[config.mk]
export PLATFORM = sky130hd
export DESIGN_NAME = stepper_sequencer
export DESIGN_NICKNAME = d
export VERILOG_FILES = /design/src/rtl/stepper_pkg.sv /design/src/rtl/sync_2ff.sv /design/src/rtl/stepper_sequencer.sv
export SDC_FILE = /design/constraint.sdc
export NUM_CORES = 1
export LEC_CHECK = 0
export CAP_MARGIN = 20
export CORE_MARGIN = 2
export CORE_UTILIZATION = 35
export CTS_CLUSTER_DIAMETER = 100
export DETAILED_ROUTE_END_ITERATION = 7
export PLACE_DENSITY = 0.54
export SYNTH_ARGS = -nofsm -noshare
export SYNTH_HDL_FRONTEND = slang
export SYNTH_SLANG_ARGS = --single-unit
[constraint.sdc]
create_clock -name clk -period 9.6 [get_ports clk]
set_input_delay 1.92 -clock clk [delete_from_list [all_inputs] [get_ports clk]]
set_output_delay 1.92 -clock clk [all_outputs]
set_load 0.02 [all_outputs]
[src/rtl/stepper_pkg.sv]
// Shared state type, coil sequence tables and step-period helper for stepper_sequencer.
// STEPPER_HALF_STEP_EN selects the 8-entry half-step sequence; otherwise full-step drive.
package stepper_pkg;

    typedef enum logic [1:0] {
        IDLE   = 2'd0,
        ACCEL  = 2'd1,
        CRUISE = 2'd2,
        DECEL  = 2'd3
    } step_state_e;

    // Entry i of each table sits at bits [4*i +: 4], coil order {B_n, A_n, B, A}.
    localparam logic [15:0] FULL_SEQ = {4'b1001, 4'b1100, 4'b0110, 4'b0011};
    localparam logic [31:0] HALF_SEQ = {4'b1001, 4'b1000, 4'b1100, 4'b0100,
                                        4'b0110, 4'b0010, 4'b0011, 4'b0001};

`ifdef STEPPER_HALF_STEP_EN
    localparam int unsigned PH_W = 3;
`else
    localparam int unsigned PH_W = 2;
`endif

    function automatic logic [3:0] seq_coil(input logic [PH_W-1:0] idx);
`ifdef STEPPER_HALF_STEP_EN
        return HALF_SEQ[{idx, 2'b00} +: 4];
`else
        return FULL_SEQ[{idx, 2'b00} +: 4];
`endif
    endfunction

    // Level 0 never times a step; it maps to the level-1 period to avoid a divide by zero.
    function automatic int unsigned period_cycles(input int unsigned clk_hz,
                                                  input int unsigned base_hz,
                                                  input int unsigned lvl);
        int unsigned n;
        n = (lvl == 0) ? 1 : lvl;
        return clk_hz / (base_hz * n);
    endfunction

endpackage

[src/rtl/sync_2ff.sv]
// Single-bit two-flop synchronizer with selectable reset value.
// stage1 exposes the first flop so callers can require two agreeing samples.
module sync_2ff #(
    parameter logic RST_VAL = 1'b0
) (
    input  logic clk,
    input  logic rst_n,
    input  logic d,
    output logic q,
    output logic stage1
);

    logic meta_q;
    logic sync_q;

    always_ff @(posedge clk or negedge rst_n) begin
        if (!rst_n) begin
            meta_q <= RST_VAL;
            sync_q <= RST_VAL;
        end else begin
            meta_q <= d;
            sync_q <= meta_q;
        end
    end

    assign q      = sync_q;
    assign stage1 = meta_q;

endmodule

[src/rtl/stepper_sequencer.sv]
// Stepper motor phase sequencer with level-stepped acceleration, deceleration and reversal.
//   state  | meaning
//   IDLE   | coils off, level 0, waiting for a nonzero target
//   ACCEL  | stepping, level below effective target
//   CRUISE | stepping, level equal to effective target
//   DECEL  | stepping, level above effective target (reaching 0 returns to IDLE)
module stepper_sequencer #(
    parameter int unsigned CLK_HZ       = 50000000,
    parameter int unsigned BASE_STEP_HZ = 100
) (
    input  logic       clk,
    input  logic       rst_n,
    input  logic [2:0] speed,
    input  logic       dir,
    input  logic       stop,
    output logic [3:0] coil,
    output logic       running,
    output logic       step_pulse
);
    import stepper_pkg::*;

    localparam int unsigned P1 = period_cycles(CLK_HZ, BASE_STEP_HZ, 1);
    localparam int unsigned CW = (P1 > 2) ? $clog2(P1) : 1;

    logic [2:0] speed_s;
    logic [2:0] speed_s1;
    logic       dir_s;
    logic       stop_s;
    logic [1:0] ctl_stage1_unused;

    for (genvar b = 0; b < 3; b++) begin : g_speed_sync
        sync_2ff #(.RST_VAL(1'b0)) u_sync (
            .clk    (clk),
            .rst_n  (rst_n),
            .d      (speed[b]),
            .q      (speed_s[b]),
            .stage1 (speed_s1[b])
        );
    end

    sync_2ff #(.RST_VAL(1'b0)) u_dir_sync (
        .clk    (clk),
        .rst_n  (rst_n),
        .d      (dir),
        .q      (dir_s),
        .stage1 (ctl_stage1_unused[0])
    );

    sync_2ff #(.RST_VAL(1'b1)) u_stop_sync (
        .clk    (clk),
        .rst_n  (rst_n),
        .d      (stop),
        .q      (stop_s),
        .stage1 (ctl_stage1_unused[1])
    );

    // Terminal-count value (period - 1) per level, fixed at elaboration.
    logic [CW-1:0] per_last [8];
    for (genvar g = 0; g < 8; g++) begin : g_per
        assign per_last[g] = CW'(period_cycles(CLK_HZ, BASE_STEP_HZ, g) - 1);
    end

    step_state_e     state_q, state_d;
    logic [2:0]      lvl_q, lvl_d;
    logic [CW-1:0]   cnt_q, cnt_d;
    logic [PH_W-1:0] phase_q, phase_d;
    logic            dir_app_q, dir_app_d;
    logic [3:0]      coil_q, coil_d;
    logic            pulse_q, pulse_d;
    logic [2:0]      speed_hold_q, speed_hold_d;

    logic [2:0]      speed_acc;
    logic [2:0]      target;
    logic [2:0]      tgt_eff;
    logic [2:0]      lvl_nxt;
    logic [PH_W-1:0] phase_nxt;
    logic            step_evt;

    // A speed code is used only when both synchronizer stages agree, so single-cycle glitches are dropped.
    always_comb begin
        speed_acc    = (speed_s1 == speed_s) ? speed_s : speed_hold_q;
        speed_hold_d = speed_acc;
        target       = (stop_s || speed_acc == 3'd0) ? 3'd0 : speed_acc;
        tgt_eff      = (dir_s != dir_app_q) ? 3'd0 : target;
    end

    always_comb begin
        state_d   = state_q;
        lvl_d     = lvl_q;
        cnt_d     = cnt_q;
        phase_d   = phase_q;
        dir_app_d = dir_app_q;
        coil_d    = coil_q;
        pulse_d   = 1'b0;

        phase_nxt = dir_app_q ? (phase_q + PH_W'(1)) : (phase_q - PH_W'(1));
        lvl_nxt   = (lvl_q < tgt_eff) ? (lvl_q + 3'd1) :
                    (lvl_q > tgt_eff) ? (lvl_q - 3'd1) : lvl_q;
        step_evt  = (cnt_q == per_last[lvl_q]);

        case (state_q)
            IDLE: begin
                coil_d = 4'b0000;
                lvl_d  = 3'd0;
                cnt_d  = '0;
                if (target != 3'd0) begin
                    dir_app_d = dir_s;
                    lvl_d     = 3'd1;
                    coil_d    = seq_coil(phase_q);
                    state_d   = (target == 3'd1) ? CRUISE : ACCEL;
                end
            end
            default: begin
                if (step_evt) begin
                    cnt_d = '0;
                    lvl_d = lvl_nxt;
                    if (lvl_nxt == 3'd0) begin
                        // Final decel event parks the rotor: coils off, phase kept for the restart.
                        state_d = IDLE;
                        coil_d  = 4'b0000;
                    end else begin
                        phase_d = phase_nxt;
                        coil_d  = seq_coil(phase_nxt);
                        pulse_d = 1'b1;
                        state_d = (lvl_nxt < tgt_eff) ? ACCEL :
                                  (lvl_nxt > tgt_eff) ? DECEL : CRUISE;
                    end
                end else begin
                    cnt_d = cnt_q + CW'(1);
                end
            end
        endcase
    end

    always_ff @(posedge clk or negedge rst_n) begin
        if (!rst_n) begin
            state_q      <= IDLE;
            lvl_q        <= 3'd0;
            cnt_q        <= '0;
            phase_q      <= '0;
            dir_app_q    <= 1'b0;
            coil_q       <= 4'b0000;
            pulse_q      <= 1'b0;
            speed_hold_q <= 3'd0;
        end else begin
            state_q      <= state_d;
            lvl_q        <= lvl_d;
            cnt_q        <= cnt_d;
            phase_q      <= phase_d;
            dir_app_q    <= dir_app_d;
            coil_q       <= coil_d;
            pulse_q      <= pulse_d;
            speed_hold_q <= speed_hold_d;
        end
    end

    assign coil       = coil_q;
    assign running    = (state_q != IDLE);
    assign step_pulse = pulse_q;

endmodule

==> results.ini, run 1 <==
[status]
run_status = complete, no violations

[routing]
wl_per_cell_um = 13.5
vias_per_cell = 5.17
drt_pre_antenna_iters = 4
wl_final_mm = 5.35
antenna_left = 0
drt_first_iter_violations = 86
detailroute.via_count = 2041
remaining_drc_errors = 0

[synthesis]
postSynth.topFlopCell = sky130_fd_sc_hd__dfrtp_1
ys_warn_count = 0
mappedNetlistArea_um2 = 2740
synth_cells = 284
ff_latch_count_synth = 45
synth.net_count = 305
ys_seq_area_share_pct = 41.3
asyncSetResetFlopFracSynth_pct = 100
postSynthAreaPerCell_um2 = 9.63
post_synth_num_cell_types = 54
count_of_flip_flops_with_a_built_in_enable_after_synthesis = 0

[grt]
global_route.overflow_total = 0
track_usage_pct = 13.9
antenna_violations_before_repair = 0
grt_max_degree = 46
global_route_wire_length_before_repair_mm = 9.40
first_global_vias = 1974

[finish]
num_antenna_cells = 0
flow.area_growth_from_synthesis_pct = 11.8
layout_common_cells = 43 x sky130_fd_sc_hd__dfrtp_1, 38 x sky130_fd_sc_hd__nor2_1, 19 x sky130_fd_sc_hd__xor2_1
nets = 313
drive_gt1_share_pct = 8.53
finalCoreUtilization_pct = 40.0
n_fill_cell = 761
seq_area_um2 = 1130
layout.cells.most_common = sky130_fd_sc_hd__dfrtp_1
multi_input_area_um2 = 1470

[die]
num_rows = 32
placeableCoreArea_um2 = 7650
initial_core_utilization_pct = 35.8
die-area_um2 = 8540
ios = 13
die_h_um = 92.4
fp.dieW_um = 92.4

[worst_setup_path]
critical_path.endpoint_type = primary output
class_of_the_most_critical_setup_path = reg2out
biggest_cell_delay_along_the_critical_path_ns = 0.60
worst-endpoint-required_ns = 7.68
crit_chain = nor2_1 -> inv_1 -> clkdlybuf4s50_1
worstPathArrival_ns = 1.96
crit_path_max_fanout = 7
crit_path_top_delay_cell = sky130_fd_sc_hd__clkdlybuf4s50_1
cp-start-kind = flip-flop

[cts]
cts_tree = done
cts_max_path_buffers = 2
postCtsResizedCells = 0
clock_tree.root_cell = sky130_fd_sc_hd__clkbuf_8
htree_levels = 2
cts_made_buffers = 5
postCtsSetupRepairBufs = 0
worst_setup_hold_path_clk_slew_ns = 0.09
cts.sink_count = 45
cts_hold_fix_bufs = 0
clock_latency_ns = 0.30

[timing]
slew_violations = 0
setup-violations-final = 0
tightestPinTransition_ns = 0.863
max_freq_ghz = 0.258
skew_ns = 0.00470
fin_crit_ns = 3.88
setup_total_neg_slack_ns = 0
timing.final.crit_share_pct = 40.4
setup_repair_after_global_routing_missed_its_margin = false
slew_headroom_pct = 42.5
timing.final.hold_violations = 0

[min_path]
timing.hold.worst.class = reg2reg

[pwr]
power_density_of_the_placed_cells_nw_per_um2 = 227
design_power_total_uw = 695
ir_drop_mv = 0.101
power.leakage_nw = 1.33

[placement]
detailed_place_hpwl_mm = 3.85
place.gp.congestion = 0.914
port_buffers = 12

[run]
drv.max_cap_violation_count = 0

-- cell usage after synthesis (2+ instances only) --
cell type                    n  share of area [%]
sky130_fd_sc_hd__dfrtp_1    43                 39
sky130_fd_sc_hd__nor2_1     38                5.2
sky130_fd_sc_hd__xor2_1     19                6.1
sky130_fd_sc_hd__inv_1      16                2.2
sky130_fd_sc_hd__a21oi_1    14                2.6
sky130_fd_sc_hd__ha_1       14                6.4
sky130_fd_sc_hd__nand2_1    13                1.8
sky130_fd_sc_hd__xnor2_1    13                4.2
sky130_fd_sc_hd__nand3_1    12                2.2
sky130_fd_sc_hd__and3_1      7                1.6
sky130_fd_sc_hd__o21ai_0     7                1.3
sky130_fd_sc_hd__and2_1      5                1.1
sky130_fd_sc_hd__buf_2       5               0.91
sky130_fd_sc_hd__mux2i_1     5                1.8
sky130_fd_sc_hd__nor3_1      5               0.91
sky130_fd_sc_hd__o211ai_1    5                1.4
sky130_fd_sc_hd__buf_4       4                1.1
sky130_fd_sc_hd__nand4_1     4               0.91
sky130_fd_sc_hd__a2111oi_0   3               0.96
sky130_fd_sc_hd__a211o_1     3               0.96
sky130_fd_sc_hd__a22oi_1     3               0.82
sky130_fd_sc_hd__o22ai_1     3               0.69
sky130_fd_sc_hd__a211oi_1    2               0.55
sky130_fd_sc_hd__a21o_1      2               0.55
sky130_fd_sc_hd__a2bb2oi_1   2               0.64
sky130_fd_sc_hd__a32oi_1     2               0.64
sky130_fd_sc_hd__clkbuf_1    2               0.27
sky130_fd_sc_hd__dfstp_2     2                1.9
sky130_fd_sc_hd__inv_2       2               0.27
sky130_fd_sc_hd__mux2_1      2               0.82
sky130_fd_sc_hd__mux2_4      2                1.1
sky130_fd_sc_hd__nor4_1      2               0.46
sky130_fd_sc_hd__nor4b_1     2               0.64
-- power breakdown --
group          internal [mW]  leakage [nW]  switching [mW]
clock network         0.0846        0.0574          0.0657
logic                  0.129         0.697           0.161
registers              0.220         0.578          0.0351
total                  0.433          1.33           0.262
-- critical path, delay by kind of cell, from the launching register on --
family	cells	cell delay (ns)
flops	1	0.40
buf+inv	2	0.85
simple gates	1	0.41
-- cell families after synthesis --
group / synth area share (%)
compound gates: 14.7
xor+xnor: 10.8
fa+ha+maj: 6.40
buf+inv: 4.94
flops: 41.3
mux: 4.67
simple gates: 17.2
-- registers in the layout, indices dropped and copies added (netlist names) --
| name | count |
|---|---|
| dir_app_q | 1 |
| g_speed_sync.u_sync.stage1 | 3 |
| phase_q | 2 |
| speed_hold_q | 3 |
| u_dir_sync.q | 1 |
| step_pulse | 1 |
| coil | 4 |
| lvl_q | 3 |
| cnt_q | 19 |
| g_speed_sync.u_sync.q | 3 |
| state_q | 2 |
| u_dir_sync.stage1 | 1 |
| u_stop_sync.stage1 | 1 |
| u_stop_sync.q | 1 |
-- layout make-up --
| class | count | area share [%] |
|---|---|---|
| multi-input cells | 209 | 48.1 |
| flip-flops and latches | 45 | 36.9 |
| repair buffers | 13 | 4.66 |
| well taps | 102 | 4.17 |
| clock buffers | 6 | 2.70 |
| inverters | 18 | 2.21 |
| clock inverters | 2 | 1.23 |
-- worst paths after layout --
check / cells after the start / to / slack (ns) / from
max: 3 / running / 5.72 / state_q[1]
min: 0 / u_stop_sync.q / 0.36 / u_stop_sync.stage1
max reg2reg: 9 / coil[2] / 6.10 / lvl_q[0]
min reg2reg: 0 / u_stop_sync.q / 0.36 / u_stop_sync.stage1
max in group asynchronous: 2 / coil[0] / 7.50 / rst_n
min in group asynchronous: 1 / cnt_q[0] / 1.60 / rst_n
-- through the flow --
step | cells | area (µm²) | hold WS, ns | setup slack [ns]
after detailed placement | 386 | 2910 | 0.346 | 6.06
after floorplan | 284 | 2740 | 0.331 | 6.50
after CTS | 394 | 3030 | 0.363 | 5.71
after global routing | 395 | 3060 | 0.368 | 5.59
after global placement | 386 | 2910 | 0.341 | 6.07
final | 395 | 3060 | 0.360 | 5.72
-- layer usage --
layer / global-route usage (%) / share of wire (%) / wire length, µm / up-vias
li1: - / - / - / 1004
met1: 18.6 / 48 / 2560 / 976
met2: 22.1 / 46 / 2480 / 48
met3: 3.09 / 3.9 / 207 / 13
met4: 4.98 / 1.9 / 102 / 0
met5: 0 / 0 / 0 / -
(Power assumes the default switching activity.)
==> inputs of run 2 (changes only) <==
--- a/config.mk
+++ b/config.mk
@@ -10,7 +10,7 @@
 export CORE_UTILIZATION = 35
 export CTS_CLUSTER_DIAMETER = 100
 export DETAILED_ROUTE_END_ITERATION = 7
-export PLACE_DENSITY = 0.54
+export PLACE_DENSITY = 0.56
 export SYNTH_ARGS = -nofsm -noshare
 export SYNTH_HDL_FRONTEND = slang
 export SYNTH_SLANG_ARGS = --single-unit
==> constraint.sdc (replaced) <==
create_clock -name clk -period 3.1 [get_ports clk]
set_input_delay 0.62 -clock clk [delete_from_list [all_inputs] [get_ports clk]]
set_output_delay 0.62 -clock clk [all_outputs]
set_load 0.02 [all_outputs]
==> run 2 against run 1 <==
Compared with the run above:
- the flow now finishes with violations (setup timing)
- cell count up 6.3%
- core utilization up 4.2 points
- worst setup slack worse by 5.7 ns
- first-iteration DRC count down 19%
- combinational power rose to 4.4 times the previous value
- sequential power rose to 3.0 times the previous value
- clock-buffer cell count down 1
- sequential cell count unchanged
- register-to-register slack worse by 6.1 ns
- design area up 11%
==> results.ini, run 2 (synthesized netlist as in run 1, its figures left out) <==
[finish]
seq_area_um2 = 1130
multi_input_area_um2 = 1620
num_antenna_cells = 0
final_cell_count_no_fill = 420
flip_flop_count_of_the_largest_register_after_layout = 19
top_register = cnt_q
layout.cells.most_common = sky130_fd_sc_hd__dfrtp_1
layout_common_cells = 43 x sky130_fd_sc_hd__dfrtp_1, 38 x sky130_fd_sc_hd__nor2_1, 23 x sky130_fd_sc_hd__buf_4
nets = 338
post-route-cell-area_um2 = 3380
flow.area_growth_from_synthesis_pct = 23.6
drive_gt1_share_pct = 21.7
finalCoreUtilization_pct = 44.2
n_fill_cell = 732

[run]
drv.max_cap_violation_count = 0

[routing]
drt_first_iter_violations = 70
wl_final_mm = 5.67
remaining_drc_errors = 0
antenna_left = 0
wl_per_cell_um = 13.5
vias_per_cell = 4.98
drt_pre_antenna_iters = 4
detailroute.via_count = 2091

[cts]
cts_made_buffers = 5
cts.sink_count = 45
worst_setup_hold_path_clk_slew_ns = 0.09
clock_tree.root_cell = sky130_fd_sc_hd__clkbuf_8
cts_tree = done
clock_latency_ns = 0.30
htree_levels = 2
cts_max_path_buffers = 2

[status]
failed_checks = setup timing
run_status = complete, but fails checks

[worst_setup_path]
crit_start = g_speed_sync[1].u_sync.q
worst-endpoint-required_ns = 3.30
worst-path-buf-inv = 2
crit_path_end = coil[0]
crit_path_max_fanout = 5
class_of_the_most_critical_setup_path = reg2reg
worst_r2r_end = coil[0]
ff_to_ff_setup_slack_ns = -0.01
crit_chain = xor2_1 -> or3_4 -> mux2_4 -> and2_4 -> inv_4 -> ha_4 -> nand3b_1 -> and2_4 -> buf_4 -> o311ai_4 -> a21oi_4 -> a2bb2o_4 -> mux2_4
crit_path_top_delay_cell = sky130_fd_sc_hd__or3_4
critical_path.endpoint_type = flip-flop
worst_reg2reg_startpoint = g_speed_sync[1].u_sync.q
biggest_cell_delay_along_the_critical_path_ns = 0.42
crit_cells = 13
critical_path.top_delay_family = simple AND/OR/NAND/NOR gates
worstPathArrival_ns = 3.31
cp-start-kind = flip-flop
worstRegToRegCells = 13

[timing]
tightestPinTransition_ns = 0.755
timing.final.crit_share_pct = 100
timing.final.hold_violations = 0
max_freq_ghz = 0.321
skew_ns = 0.00379
setup-violations-final = 1
setup_repair_after_global_routing_missed_its_margin = true
slew_headroom_pct = 49.6
setup_total_neg_slack_ns = -0.0143
post-route-worst-setup-slack_ns = -0.0143
fin_crit_ns = 3.11
slew_violations = 0

[pwr]
ir_drop_mv = 0.346
sequentialPowerShare_pct = 31.9
power.leakage_nw = 1.48
internal_power_mw = 1.48
combinationalPowerShare_pct = 52.6
design_power_total_mw = 2.43
p_switching_uw = 943
power_density_of_the_placed_cells_nw_per_um2 = 718
netSwitchingFraction_pct = 38.9
clock_power_share_pct = 15.5

[min_path]
timing.hold.worst.class = in2async

[grt]
first_global_vias = 2108
track_usage_pct = 14.2
global_route_wire_length_before_repair_mm = 9.84
global_route.overflow_total = 0
antenna_violations_before_repair = 0
grt_max_degree = 46

[die]
die-area_um2 = 8540
die_h_um = 92.4
fp.dieW_um = 92.4
ios = 13
initial_core_utilization_pct = 35.8
num_rows = 32
placeableCoreArea_um2 = 7650

[placement]
place.gp.congestion = 0.789
detailed_place_hpwl_mm = 3.93
port_buffers = 12
place_area_um2 = 3080
dpl.cell_count = 407

[run 2: worst min-delay path by stage]
stage	slack (ns)	to	from	cells after the start
floorplan	0.32	cnt_q[0]	rst_n	0
global placement	0.34	u_dir_sync.q	u_dir_sync.stage1	0
detailed placement	0.34	u_dir_sync.q	u_dir_sync.stage1	0
CTS	0.36	u_dir_sync.q	u_dir_sync.stage1	0
global route	0.36	cnt_q[7]	rst_n	1
finish	0.31	cnt_q[8]	rst_n	1
[run 2: area by class of cell]
cell class                 instances  share of cell area [%]
tap                              102                    3.78
clock buffer                       5                    2.04
clock inverter                     3                   0.666
timing repair buffer              38                    10.0
multi-input combinational        209                    48.1
inverter                          18                    2.07
sequential                        45                    33.4
[run 2: stage by stage]
step,hold slack [ns],worst slack [ns]
floorplan,0.324,0.0195
global placement,0.341,0.0123
global route,0.356,-0.120
CTS,0.364,0.00273
finish,0.307,-0.0143
detailed placement,0.343,-0.193
[run 2: layer usage]
metal / GRT usage (%) / vias up / part of all wire [%] / routed length (µm)
li1: - / 1065 / - / -
met5: 0 / - / 0 / 0
met4: 4.23 / 0 / 1.2 / 70
met3: 3.01 / 7 / 2.9 / 167
met1: 18.5 / 996 / 47 / 2660
met2: 23.8 / 23 / 49 / 2780
[run 2: repair_timing]
action / CTS / global route
hold buffers: 0 / 0
endpoints found under the setup margin: 8 / 8
resized for setup: 8 / 23
pin swaps: 4 / 16
buffers inserted: 3 / 1
[run 2: power groups by stage]
stage               Sequential (mW)  Clock (mW)  Combinational (mW)
floorplan                     0.793           0               0.690
global placement              0.782           0                1.03
detailed placement            0.784           0                1.05
CTS                           0.772       0.391                1.13
global route                  0.796       0.416                1.41
finish                        0.774       0.376                1.28
==> inputs of run 3 (changes only) <==
--- a/config.mk
+++ b/config.mk
@@ -6,11 +6,13 @@
 export NUM_CORES = 1
 export LEC_CHECK = 0
 export CAP_MARGIN = 20
+export CELL_PAD_IN_SITES_DETAIL_PLACEMENT = 0
+export CELL_PAD_IN_SITES_GLOBAL_PLACEMENT = 1
 export CORE_MARGIN = 2
 export CORE_UTILIZATION = 35
 export CTS_CLUSTER_DIAMETER = 100
 export DETAILED_ROUTE_END_ITERATION = 7
-export PLACE_DENSITY = 0.56
+export PLACE_DENSITY = 0.65
 export SYNTH_ARGS = -nofsm -noshare
 export SYNTH_HDL_FRONTEND = slang
 export SYNTH_SLANG_ARGS = --single-unit
==> constraint.sdc (replaced) <==
create_clock -name clk -period 3.8 [get_ports clk]
set_input_delay 0.76 -clock clk [delete_from_list [all_inputs] [get_ports clk]]
set_output_delay 0.76 -clock clk [all_outputs]
set_load 0.02 [all_outputs]
==> run 3 against run 2 <==
Compared with the run above:
- the run now ends clean
- sequential power is 17% lower
- first-iteration DRC count grew 49%
- sequential share of layout area rose by 3.5 points
==> results.ini, run 3 (synthesized netlist as in run 1, its figures left out) <==
[status]
run_status = complete, no violations

[timing]
slew_violations = 0
fin_crit_ns = 3.30
setup_total_neg_slack_ns = 0
tightestPinTransition_ns = 0.647
slew_headroom_pct = 56.9
timing.final.hold_violations = 0
skew_ns = 0.0104
timing.final.crit_share_pct = 86.8
setup-violations-final = 0
max_freq_ghz = 0.303
setup_repair_after_global_routing_missed_its_margin = false

[cts]
cts.sink_count = 45
cts_tree = done
clock_tree.root_cell = sky130_fd_sc_hd__clkbuf_8
cts_hold_fix_bufs = 0
worst_setup_hold_path_clk_slew_ns = 0.10
cts_max_path_buffers = 2
postCtsResizedCells = 0
clock_latency_ns = 0.31
postCtsSetupRepairBufs = 0
htree_levels = 2
cts_made_buffers = 5

[pwr]
ir_drop_mv = 0.269
combinationalPowerShare_pct = 43.8
power_density_of_the_placed_cells_nw_per_um2 = 563
power.leakage_nw = 1.34
netSwitchingFraction_pct = 40.0
sequentialPowerShare_pct = 37.4
internal_power_mw = 1.03
clock_power_share_pct = 18.9
p_switching_uw = 688
design_power_total_mw = 1.72

[finish]
nets = 316
top_register = cnt_q
layout.cells.most_common = sky130_fd_sc_hd__dfrtp_1
post-route-cell-area_um2 = 3060
num_antenna_cells = 0
layout_common_cells = 43 x sky130_fd_sc_hd__dfrtp_1, 38 x sky130_fd_sc_hd__nor2_1, 19 x sky130_fd_sc_hd__xor2_1
drive_gt1_share_pct = 9.46
finalCoreUtilization_pct = 40.0
flip_flop_count_of_the_largest_register_after_layout = 19
flow.area_growth_from_synthesis_pct = 11.7

[worst_setup_path]
class_of_the_most_critical_setup_path = reg2reg
worst-endpoint-required_ns = 4.00
cp_common_cell = sky130_fd_sc_hd__nand2_1
crit_path_top_delay_cell = sky130_fd_sc_hd__dfrtp_1
cp-start-kind = flip-flop
crit_path_max_fanout = 5
biggest_cell_delay_along_the_critical_path_ns = 0.42
worstPathArrival_ns = 3.50
crit_chain = xor2_1 -> or3_4 -> mux2_4 -> and2_4 -> inv_1 -> ha_1 -> nand3_1 -> a2111oi_0 -> a311o_1 -> nand2_1 -> nand2_1 -> o22ai_1 -> mux2_1
critical_path.endpoint_type = flip-flop

[grt]
track_usage_pct = 14.6
global_route_wire_length_before_repair_mm = 9.95
global_route.overflow_total = 0
first_global_vias = 2015
antenna_violations_before_repair = 0
grt_max_degree = 46

[die]
die_h_um = 92.4
ios = 13
die-area_um2 = 8540
placeableCoreArea_um2 = 7650
initial_core_utilization_pct = 35.8
fp.dieW_um = 92.4
num_rows = 32

[placement]
place.gp.congestion = 0.787
detailed_place_hpwl_mm = 4.05
place_area_um2 = 2930
port_buffers = 12

[routing]
drt_first_iter_violations = 104
drt_pre_antenna_iters = 4
detailroute.via_count = 1999
wl_final_mm = 5.73
wl_per_cell_um = 14.4
remaining_drc_errors = 0
antenna_left = 0
vias_per_cell = 5.02

[min_path]
timing.hold.worst.class = reg2reg

[run]
drv.max_cap_violation_count = 0

-- run 3: cell count changes in the layout (fill, tap and decap cells not counted), sizes merged --
cell | before | now
buf | 27 | 5
clkinv | 3 | 0
inv | 18 | 21
-- run 3: worst max-delay path: cells and delay by family, from the launching register on --
kind / cells / cell delay (ns)
AOI/OAI and AO/OA: 3 / 0.77
xor gates and xnor gates: 1 / 0.18
adders and majority gates: 1 / 0.30
buffers and inverters: 1 / 0.04
DFF: 1 / 0.42
muxes: 2 / 0.51
and+or+nand+nor: 5 / 0.96
-- run 3: final timing paths --
kind | startpoint | to | slack, ns | depth (start not counted)
max | g_speed_sync[1].u_sync.q | coil[1] | 0.50 | 13
min | u_stop_sync.stage1 | u_stop_sync.q | 0.37 | 0
max reg2reg | g_speed_sync[1].u_sync.q | coil[1] | 0.50 | 13
min reg2reg | u_stop_sync.stage1 | u_stop_sync.q | 0.37 | 0
max in group asynchronous | rst_n | u_stop_sync.q | 2.80 | 2
min in group asynchronous | rst_n | cnt_q[12] | 0.43 | 1
-- run 3: power groups by stage --
stage	Combinational, mW	Clock (mW)	Sequential, mW
after floorplan	0.548	0	0.647
after global placement	0.750	0	0.655
after detailed placement	0.749	0	0.653
after CTS	0.758	0.345	0.644
after global routing	0.850	0.363	0.655
final	0.753	0.325	0.643
-- run 3: layer usage --
layer / wire [µm] / vias to the layer above / track usage, %
li1: - / 1011 / -
met1: 3000 / 964 / 21.3
met2: 2530 / 19 / 22.1
met3: 131 / 5 / 2.60
met4: 72 / 0 / 4.10
met5: 0 / - / 0
-- run 3: cell type report --
class,instances,area (µm²)
clock buffer,5,68.8
fill,769,4590
timing repair buffer,16,165
tap,102,128
sequential,45,1130
inverter,18,67.6
clock inverter,3,26.3
multi-input combinational,209,1470
-- run 3: stage by stage --
stage	instances	setup slack (ns)	hold slack, ns
floorplan	284	0.695	0.331
global placement	389	0.576	0.333
detailed placement	389	0.512	0.347
CTS	397	0.497	0.373
global route	398	0.220	0.380
finish	398	0.500	0.370
